==> config.mk <==
export PLATFORM = sky130hd
export DESIGN_NAME = code_breaker
export DESIGN_NICKNAME = d
export VERILOG_FILES = /design/src/rtl/game_pkg.sv /design/src/rtl/code_scorer.sv /design/src/rtl/code_breaker.sv
export SDC_FILE = /design/constraint.sdc
export NUM_CORES = 1
export LEC_CHECK = 0
export CORE_MARGIN = 1
export CORE_UTILIZATION = 28
export CTS_CLUSTER_SIZE = 16
export DETAILED_ROUTE_END_ITERATION = 12
export GPL_ROUTABILITY_DRIVEN = 0
export PLACE_DENSITY_LB_ADDON = 0.25
export SETUP_SLACK_MARGIN = 0.3
export SYNTH_ARGS = -nofsm -noshare
export SYNTH_HDL_FRONTEND = slang
export SYNTH_SLANG_ARGS = --single-unit
==> constraint.sdc <==
create_clock -name CLOCK_50 -period 14.2 [get_ports CLOCK_50]
set_input_delay 3.55 -clock CLOCK_50 [delete_from_list [all_inputs] [get_ports CLOCK_50]]
set_output_delay 3.55 -clock CLOCK_50 [all_outputs]
set_load 0.005 [all_outputs]
==> src/rtl/game_pkg.sv <==
// game_pkg: shape encodings, code/feedback types and the base-6 candidate step
package game_pkg;
    localparam int NUM_POSITIONS = 4;
    typedef enum logic [2:0] {
        SH_NONE = 3'd0,
        SH_T    = 3'd1,
        SH_C    = 3'd2,
        SH_O    = 3'd3,
        SH_D    = 3'd4,
        SH_I    = 3'd5,
        SH_Z    = 3'd6
    } shape_t;
    typedef shape_t [NUM_POSITIONS-1:0] code_t;
    typedef struct packed {
        logic [3:0] znarly;
        logic [3:0] zood;
    } feedback_t;
    // Returns {carry_out, next_code}; each digit runs 1..6, position 0 least significant
    function automatic logic [12:0] next_code(input logic [11:0] c);
        logic [12:0] r;
        logic cy;
        r = '0;
        cy = 1'b1;
        for (int p = 0; p < NUM_POSITIONS; p++) begin
            r[3*p +: 3] = !cy ? c[3*p +: 3] : (c[3*p +: 3] == 3'd6) ? 3'd1 : c[3*p +: 3] + 3'd1;
            cy = cy && (c[3*p +: 3] == 3'd6);
        end
        r[12] = cy;
        return r;
    endfunction
endpackage

==> src/rtl/code_scorer.sv <==
// code_scorer: combinational Znarly/Zood grading of two codes
module code_scorer
    import game_pkg::*;
(
    input  code_t     a,
    input  code_t     b,
    output feedback_t fb
);
    logic [3:0] exact, common, ca, cb;
    always_comb begin
        exact = '0;
        common = '0;
        ca = '0;
        cb = '0;
        for (int p = 0; p < NUM_POSITIONS; p++)
            exact = exact + 4'(a[p] == b[p]);
        for (int s = 1; s <= 6; s++) begin
            ca = '0;
            cb = '0;
            for (int p = 0; p < NUM_POSITIONS; p++) begin
                ca = ca + 4'(a[p] == shape_t'(s));
                cb = cb + 4'(b[p] == shape_t'(s));
            end
            common = common + ((ca < cb) ? ca : cb);
        end
        fb.znarly = exact;
        fb.zood = common - exact;
    end
endmodule

==> src/rtl/code_breaker.sv <==
// code_breaker: issues the first code, in enumeration order, consistent with all feedback so far
module code_breaker
    import game_pkg::*;
#(
    parameter int MAX_ROUNDS       = 10,
    parameter int GRADE_LOW_CYCLES = 2
) (
    input  logic        CLOCK_50,
    input  logic        reset_L,
    input  logic        start,
    output logic [11:0] Guess,
    output logic        Grade_it_L,
    input  logic        grade_valid,
    input  logic [3:0]  Znarly,
    input  logic [3:0]  Zood,
    output logic        busy,
    output logic        solved,
    output logic        fail,
    output logic [3:0]  round_count
);
    typedef enum logic [2:0] {IDLE, CHECK, ISSUE, WAIT, DONE, FAIL} state_t;
    state_t state;
    logic [11:0] cand;
    logic [3:0] hist_idx;
    logic [7:0] low_cnt;
    logic [11:0] hist_guess [MAX_ROUNDS];
    feedback_t hist_fb [MAX_ROUNDS];
    feedback_t score;
    code_t cand_code, hist_code;
    logic [12:0] cand_next;
    assign cand_code = code_t'(cand);
    assign hist_code = code_t'(hist_guess[hist_idx]);
    assign cand_next = next_code(cand);
    code_scorer u_scorer (.a(cand_code), .b(hist_code), .fb(score));
    always_ff @(posedge CLOCK_50 or negedge reset_L) begin
        if (!reset_L) begin
            state <= IDLE;
            cand <= 12'o1111;
            Guess <= '0;
            Grade_it_L <= 1'b1;
            busy <= 1'b0;
            solved <= 1'b0;
            fail <= 1'b0;
            round_count <= '0;
            hist_idx <= '0;
            low_cnt <= '0;
            for (int i = 0; i < MAX_ROUNDS; i++) begin
                hist_guess[i] <= '0;
                hist_fb[i] <= '0;
            end
        end else begin
            case (state)
                IDLE, DONE, FAIL: if (start) begin
                    cand <= 12'o1111;
                    hist_idx <= '0;
                    round_count <= '0;
                    solved <= 1'b0;
                    fail <= 1'b0;
                    busy <= 1'b1;
                    state <= CHECK;
                end
                CHECK: if (round_count != 4'd0 && score != hist_fb[hist_idx]) begin
                    hist_idx <= '0;
                    cand <= cand_next[11:0];
                    if (cand_next[12]) begin
                        state <= FAIL;
                        busy <= 1'b0;
                        fail <= 1'b1;
                    end
                end else if (round_count == 4'd0 || hist_idx == round_count - 4'd1) begin
                    state <= ISSUE;
                    Guess <= cand;
                    low_cnt <= '0;
                end else begin
                    hist_idx <= hist_idx + 4'd1;
                end
                ISSUE: if (low_cnt == 8'(GRADE_LOW_CYCLES)) begin
                    Grade_it_L <= 1'b1;
                    state <= WAIT;
                end else begin
                    Grade_it_L <= 1'b0;
                    low_cnt <= low_cnt + 8'd1;
                end
                WAIT: if (grade_valid) begin
                    hist_guess[round_count] <= Guess;
                    hist_fb[round_count] <= '{znarly: Znarly, zood: Zood};
                    round_count <= round_count + 4'd1;
                    hist_idx <= '0;
                    cand <= cand_next[11:0];
                    // cand still equals Guess here, so stepping it skips the graded code
                    if (Znarly == 4'd4) begin
                        state <= DONE;
                        busy <= 1'b0;
                        solved <= 1'b1;
                    end else if (round_count + 4'd1 == 4'(MAX_ROUNDS) || cand_next[12]) begin
                        state <= FAIL;
                        busy <= 1'b0;
                        fail <= 1'b1;
                    end else begin
                        state <= CHECK;
                    end
                end
                default: state <= IDLE;
            endcase
        end
    end
endmodule

* Word-level counts from Yosys, hierarchy flattened
Index checks and enable logic that the tools add are counted.
** Storage, ports and cells
- Flip-flop bits (word level) :: 247
- Bits of input ports :: 12
- Output and inout bits :: 20
** Cells by class
- Add/subtract/negate cells :: 53
- $lt $le $gt $ge :: 9
- Eq/ne operators :: 77
- Multiplexer cells :: 67
- Bitwise gates (word level) :: 3
- Reduce and logical (&&, ||, !) cells :: 24
** Operators with widths (number)
- 120-bit bitwise mux :: 1
- 4-bit by 1-bit adder with 4-bit output :: 26
- 80-bit bitwise mux :: 1
- 3-bit equality test, second input constant :: 26
- 12-bit two-way mux :: 6
- 3-bit by 2-bit equality test with 1-bit output, second input constant :: 18
- 12-bit binary-select mux with 4-bit select :: 1
- 12-bit demux with 4-bit select :: 1
- 8-bit two-way mux :: 6
- 3-bit two-way mux :: 15
- 4-bit two-way mux :: 11
- 12-bit case mux with 3 select lines :: 1
- 8-bit binary-select mux with 4-bit select :: 1
- 8-bit demux with 4-bit select :: 1
- 3-bit by 1-bit equality test with 1-bit output, second input constant :: 9
- 1-bit by 1-bit adder with 2-bit output :: 13
- 4-bit < comparator :: 6
- 2-bit inequality test, second input constant :: 11
- 4-bit adder :: 5
- 8-bit case mux with 2 select lines :: 1
- 4-bit AND reduction :: 4
- 1-bit two-way mux :: 15
- 3-bit by 1-bit adder with 3-bit output, second input constant :: 4
- 3-bit equality test :: 4
- other kinds (32) :: 46

* Longest topological paths before layout
- Depth after elaboration :: 20
- Mapped depth :: 39

* Hierarchy
From an unflattened synthesis, not the netlist that was laid out.
** Unflattened totals
- Cells, all modules :: 1101
- Area, all modules :: 13862.0 um^2
** By module, submodules not included
- code_breaker :: times used 1, cells each 892, area an instance 11827.6 um^2, seq. area each 6187.2 um^2
- code_scorer :: times used 1, cells each 209, area an instance 2034.5 um^2, seq. area each 0.0 um^2

* Worst setup path before layout
No wires, ideal clock.
- Kind :: register to register
- Start point :: register hist_idx[0]
- End point :: register state[0]
- Arrival time :: 8.436 ns
- Slack :: 5.639 ns
- Cell stages (with the launch flop) :: 33
- Buffers on the path :: 6
- Cells stage by stage :: dfrtp_1 > buf_6 > buf_12 > buf_4 > buf_4 > buf_2 > buf_4 > mux4_2 > o2bb2ai_1 > or2_2 > nor2_1 > ha_1 > fa_1 > ha_1 > inv_1 > ha_1 > a21o_1 > a21oi_1 > o21ai_0 > fa_1 > inv_1 > fa_1 > fa_1 > fa_1 > fa_1 > xnor2_1 > xnor2_1 > xnor2_1 > xnor2_1 > nand3_1 > or3_1 > a31o_2 > mux2_4
** On the way
- Longest elaborated chain between the ends :: 20
- Elaborated cells on any way between the ends :: 83
- Classes of those cells :: add/sub (27); order compare (6); eq/ne (32); mux (14); bitwise (1); reduce/logical (3)
** RTL lines
- start: declaration :: RTL line code_breaker.sv:24 : logic [3:0] hist_idx;
- start signal: assignment :: RTL line code_breaker.sv:75 : hist_idx <= hist_idx + 4'd1;
- 4-bit NOT with 5-bit output (implied by the code) :: RTL line code_breaker.sv:32, code_breaker.sv:62
- 12-bit binary-select mux with 4-bit select :: RTL line code_breaker.sv:32 : assign hist_code = code_t'(hist_guess[hist_idx]);
- 12-bit two-way mux (implied by the code) (2 in a row) :: RTL line code_breaker.sv:32
- 3-bit by 1-bit equality test with 1-bit output / 3-bit by 2-bit equality test with 1-bit output (equally long branches) :: RTL line code_scorer.sv:22 : cb = cb + 4'(b[p] == shape_t'(s));
- 1-bit by 1-bit adder with 2-bit output :: RTL line code_scorer.sv:22
- 4-bit by 1-bit adder with 4-bit output (2 in a row) :: RTL line code_scorer.sv:22
- 4-bit < comparator :: RTL line code_scorer.sv:24 : common = common + ((ca < cb) ? ca : cb);
- 4-bit two-way mux :: RTL line code_scorer.sv:24
- 4-bit adder (5 in a row) :: RTL line code_scorer.sv:24
- 4-bit subtractor :: RTL line code_scorer.sv:27 : fb.zood = common - exact;
- 8-bit inequality test :: RTL line code_breaker.sv:62 : CHECK: if (round_count != 4'd0 && score != hist_fb[hist_idx]) begin
- 1-bit logical AND :: RTL line code_breaker.sv:62
- 3-bit inequality test (no line) / 3-bit two-way mux (equally long branches)
- 5-bit AND reduction (no line) / 3-bit case mux with 4 select lines (equally long branches)
- end signal: assignment :: RTL line code_breaker.sv:60 : state <= CHECK;
- end signal: assignment :: RTL line code_breaker.sv:66 : state <= FAIL;
- end signal: assignment :: RTL line code_breaker.sv:71 : state <= ISSUE;
- end: declaration :: RTL line code_breaker.sv:22 : state_t state;
Several ways; a longest one is shown, not always the timed one. The select of a mux whose other input is x is not followed.
A chain may end at the register's enable or synchronous reset.

* Worst setup path in the final report
- Start point :: register hist_idx[3]
- End point :: register state[2]
Same word-level chain as after synthesis.

==> qor.txt <==
status = complete, no violations
Synth warnings = 0
Synth Area per Inst = 12.3 um^2
Chip Height = 226 um
Sequential Power Share = 24.9%
Final setup viols = 0
Startpoint Class = register
WP data arrival = 9.65 ns
Req. time, crit path = 14.63 ns
fmax = 108 MHz
post-synthesis sequential area ratio = 44.2%
layout cell share with drive strength beyond 1 = 30.3%
Cell Pwr Density = 240 nW/um^2
CTS buffer count = 28
via-per-instance ratio = 4.86
Distinct cells, synth = 66
Post-CTS Resized = 0
fin worst setup slack = 4.98 ns
EDFF count, synth = 0
drt total wl = 35800 um
drt pass-1 iters = 4
Tmin final = 9.22 ns
Max Clock Skew = 0.0118 ns
CP Buf/Inv Count = 5
DRT antenna net count = 0
# port buffers = 31
Top delay family on crit path = adder cells
fillcell total = 4892
clock sinks = 247
worst-path maximum fanout = 19
Die X = 226 um
maximum vdd drop = 0.243 mV
CTS tree = yes
H-Tree Depth = 1
post-CTS setup buffers = 0
total congestion overflow = 0
Post-CTS Hold Buffers = 0
max-slew violations = 0
initial antenna violation count = 0
clock root cell = clkbuf_16
Sw Ratio = 41.2%
maxcap violations = 0
post-route setup TNS = 0 ns
drc violations = 0
critical path class = register to register
clock transition at the registers of the reported paths = 0.06 ns
Worst-Margin Slew = 1.26 ns
Pint = 2250 uW
first-pass GRT wire length = 56300 um
IO Pins = 32
ys flop type = dfrtp_1
Total Routing Usage GR = 14.4%
initial core utilization = 28.5%
Max transition margin = 15.7%
Post-synth ARST share = 100%
synthesized netlist cell count = 1134
switching power = 1580 uW
CP max stage cell = nor2_1
commonest non-fill, non-tap cell in the layout = dfrtp_1
synthesis-to-finish area growth = 14.0%
post-detailed-placement cell area = 14900 um^2
Worst Setup End Kind = register
Finished Cell Area = 15900 um^2
RSZ-0062 raised after global routing = false
Via Count = 8842
flops & latches, synth = 247
largest net degree at the start of global routing = 111
synthesized area = 14000 um^2
Min-Delay Path Class = register to register
ANT cells = 0
vias in the first global route = 9312
net count after synthesis = 1232
commonest non-fill, non-tap cells in the layout = dfrtp_1, mux2_2, ha_1, inv_1, nand2_1
Max clock buf depth = 3
Avg WL per Cell = 19.7 um
initial drt markers = 435
Clock power frac = 20.7%
max incr delay on CP = 0.98 ns
DIE AREA = 50900 um^2
logic gate share of total power = 54.4%
endpoints failing hold = 0
fin crit share = 64.9%
pre-CTS setup slack = 5.04 ns
clock latency on the worst-skew pair = 0.55 ns
final net count = 1235
post-DP HPWL = 23700 um
core footprint = 49200 um^2
row cnt = 81
Lkg Pwr = 0.00731 uW
[power groups by stage]
stage / Sequential [uW] / Combinational [uW] / Clock, uW
floorplan: 892 / 1620 / 0
global placement: 964 / 2110 / 0
detailed placement: 968 / 2120 / 0
CTS: 956 / 2120 / 820
global route: 974 / 2360 / 844
finish: 954 / 2090 / 795
[logic make-up (layout without fill, tap and decap cells)]
family | Yosys count | count (layout) | synth area share, %
and+or+nand+nor | 208 | 208 | 7.66
xor gates and xnor gates | 29 | 29 | 1.82
adders and majority gates | 86 | 86 | 9.03
AOI/OAI and AO/OA | 130 | 130 | 6.28
muxes | 305 | 305 | 27.1
buffers and inverters | 129 | 152 | 3.94
DFF | 247 | 247 | 44.2
[worst reg2reg max path: cells and delay by family (launching register included)]
| family | cells | cell delay (ns) |
|---|---|---|
| adders and majority gates | 10 | 3.61 |
| xor gates and xnor gates | 4 | 0.72 |
| AOI/OAI and AO/OA | 6 | 1.49 |
| muxes | 1 | 0.30 |
| DFF | 1 | 0.76 |
| buffers and inverters | 5 | 0.40 |
| and+or+nand+nor | 6 | 1.81 |
[stage by stage]
stage	hold WS, ns	power (uW)	cells	utilization [%]
final	0.496	3830	1821	32.4
after global routing	0.510	4180	1821	32.4
after CTS	0.500	3900	1821	32.4
after detailed placement	0.487	3090	1771	30.4
after global placement	0.480	3070	1771	30.4
after floorplan	0.470	2510	1134	-
[synth_stat cells (13+ instances only)]
cell type | instances | area share, %
mux2_2 | 231 | 19
clkbuf_1 | 53 | 1.4
xnor2_1 | 22 | 1.4
nand3_1 | 17 | 0.61
nor3_1 | 20 | 0.72
nand2b_1 | 13 | 0.58
o21ai_0 | 28 | 1.0
dfrtp_1 | 242 | 43
a22oi_1 | 16 | 0.86
fa_1 | 25 | 3.6
a21oi_1 | 28 | 1.0
ha_1 | 61 | 5.5
mux2i_1 | 35 | 2.5
nor2_1 | 45 | 1.2
inv_1 | 56 | 1.5
mux4_2 | 27 | 4.3
and2_1 | 14 | 0.63
nand2_1 | 52 | 1.4
[per-layer routing]
layer	GRT usage, %	share of wire (%)	vias to the layer above
met1	19.7	47	4600
met5	0	0	-
met4	4.94	2.9	0
met2	23.7	47	131
met3	1.51	3.6	50
li1	-	-	4061
[sequential cells by signal (all words and copies together) (netlist names)]
name	count
Grade_it_L	1
Guess	12
busy	1
cand	12
fail	1
hist_fb	80
hist_guess	120
hist_idx	4
low_cnt	8
round_count	4
solved	1
state	3
[final timing paths]
| check | from | end | slack [ns] | depth (start not counted) |
|---|---|---|---|---|
| setup / recovery | hist_idx[3]$_DFFE_PN0P_ | state[2]$_DFFE_PN0P_ | 4.98 | 32 |
| min in group asynchronous | reset_L | hist_guess[78]$_DFFE_PN0P_ | 3.03 | 1 |
| hold / removal | hist_fb[69]$_DFFE_PN0P_ | hist_fb[69]$_DFFE_PN0P_ | 0.50 | 1 |
| hold reg to reg | hist_fb[69]$_DFFE_PN0P_ | hist_fb[69]$_DFFE_PN0P_ | 0.50 | 1 |
| setup reg to reg | hist_idx[3]$_DFFE_PN0P_ | state[2]$_DFFE_PN0P_ | 4.98 | 32 |
| max in group asynchronous | reset_L | hist_guess[82]$_DFFE_PN0P_ | 9.55 | 2 |
[layout make-up]
type | count | area [um^2] | area share, %
Clock buffer | 39 | 833 | 5.23
Clock inverter | 11 | 190 | 1.19
Inverter | 56 | 210 | 1.32
Multi-Input combinational cell | 758 | 7260 | 45.5
Sequential cell | 247 | 6190 | 38.8
Tap cell | 664 | 831 | 5.21
Timing Repair Buffer | 46 | 428 | 2.68
Note: power is estimated with default switching activity, not from simulation.
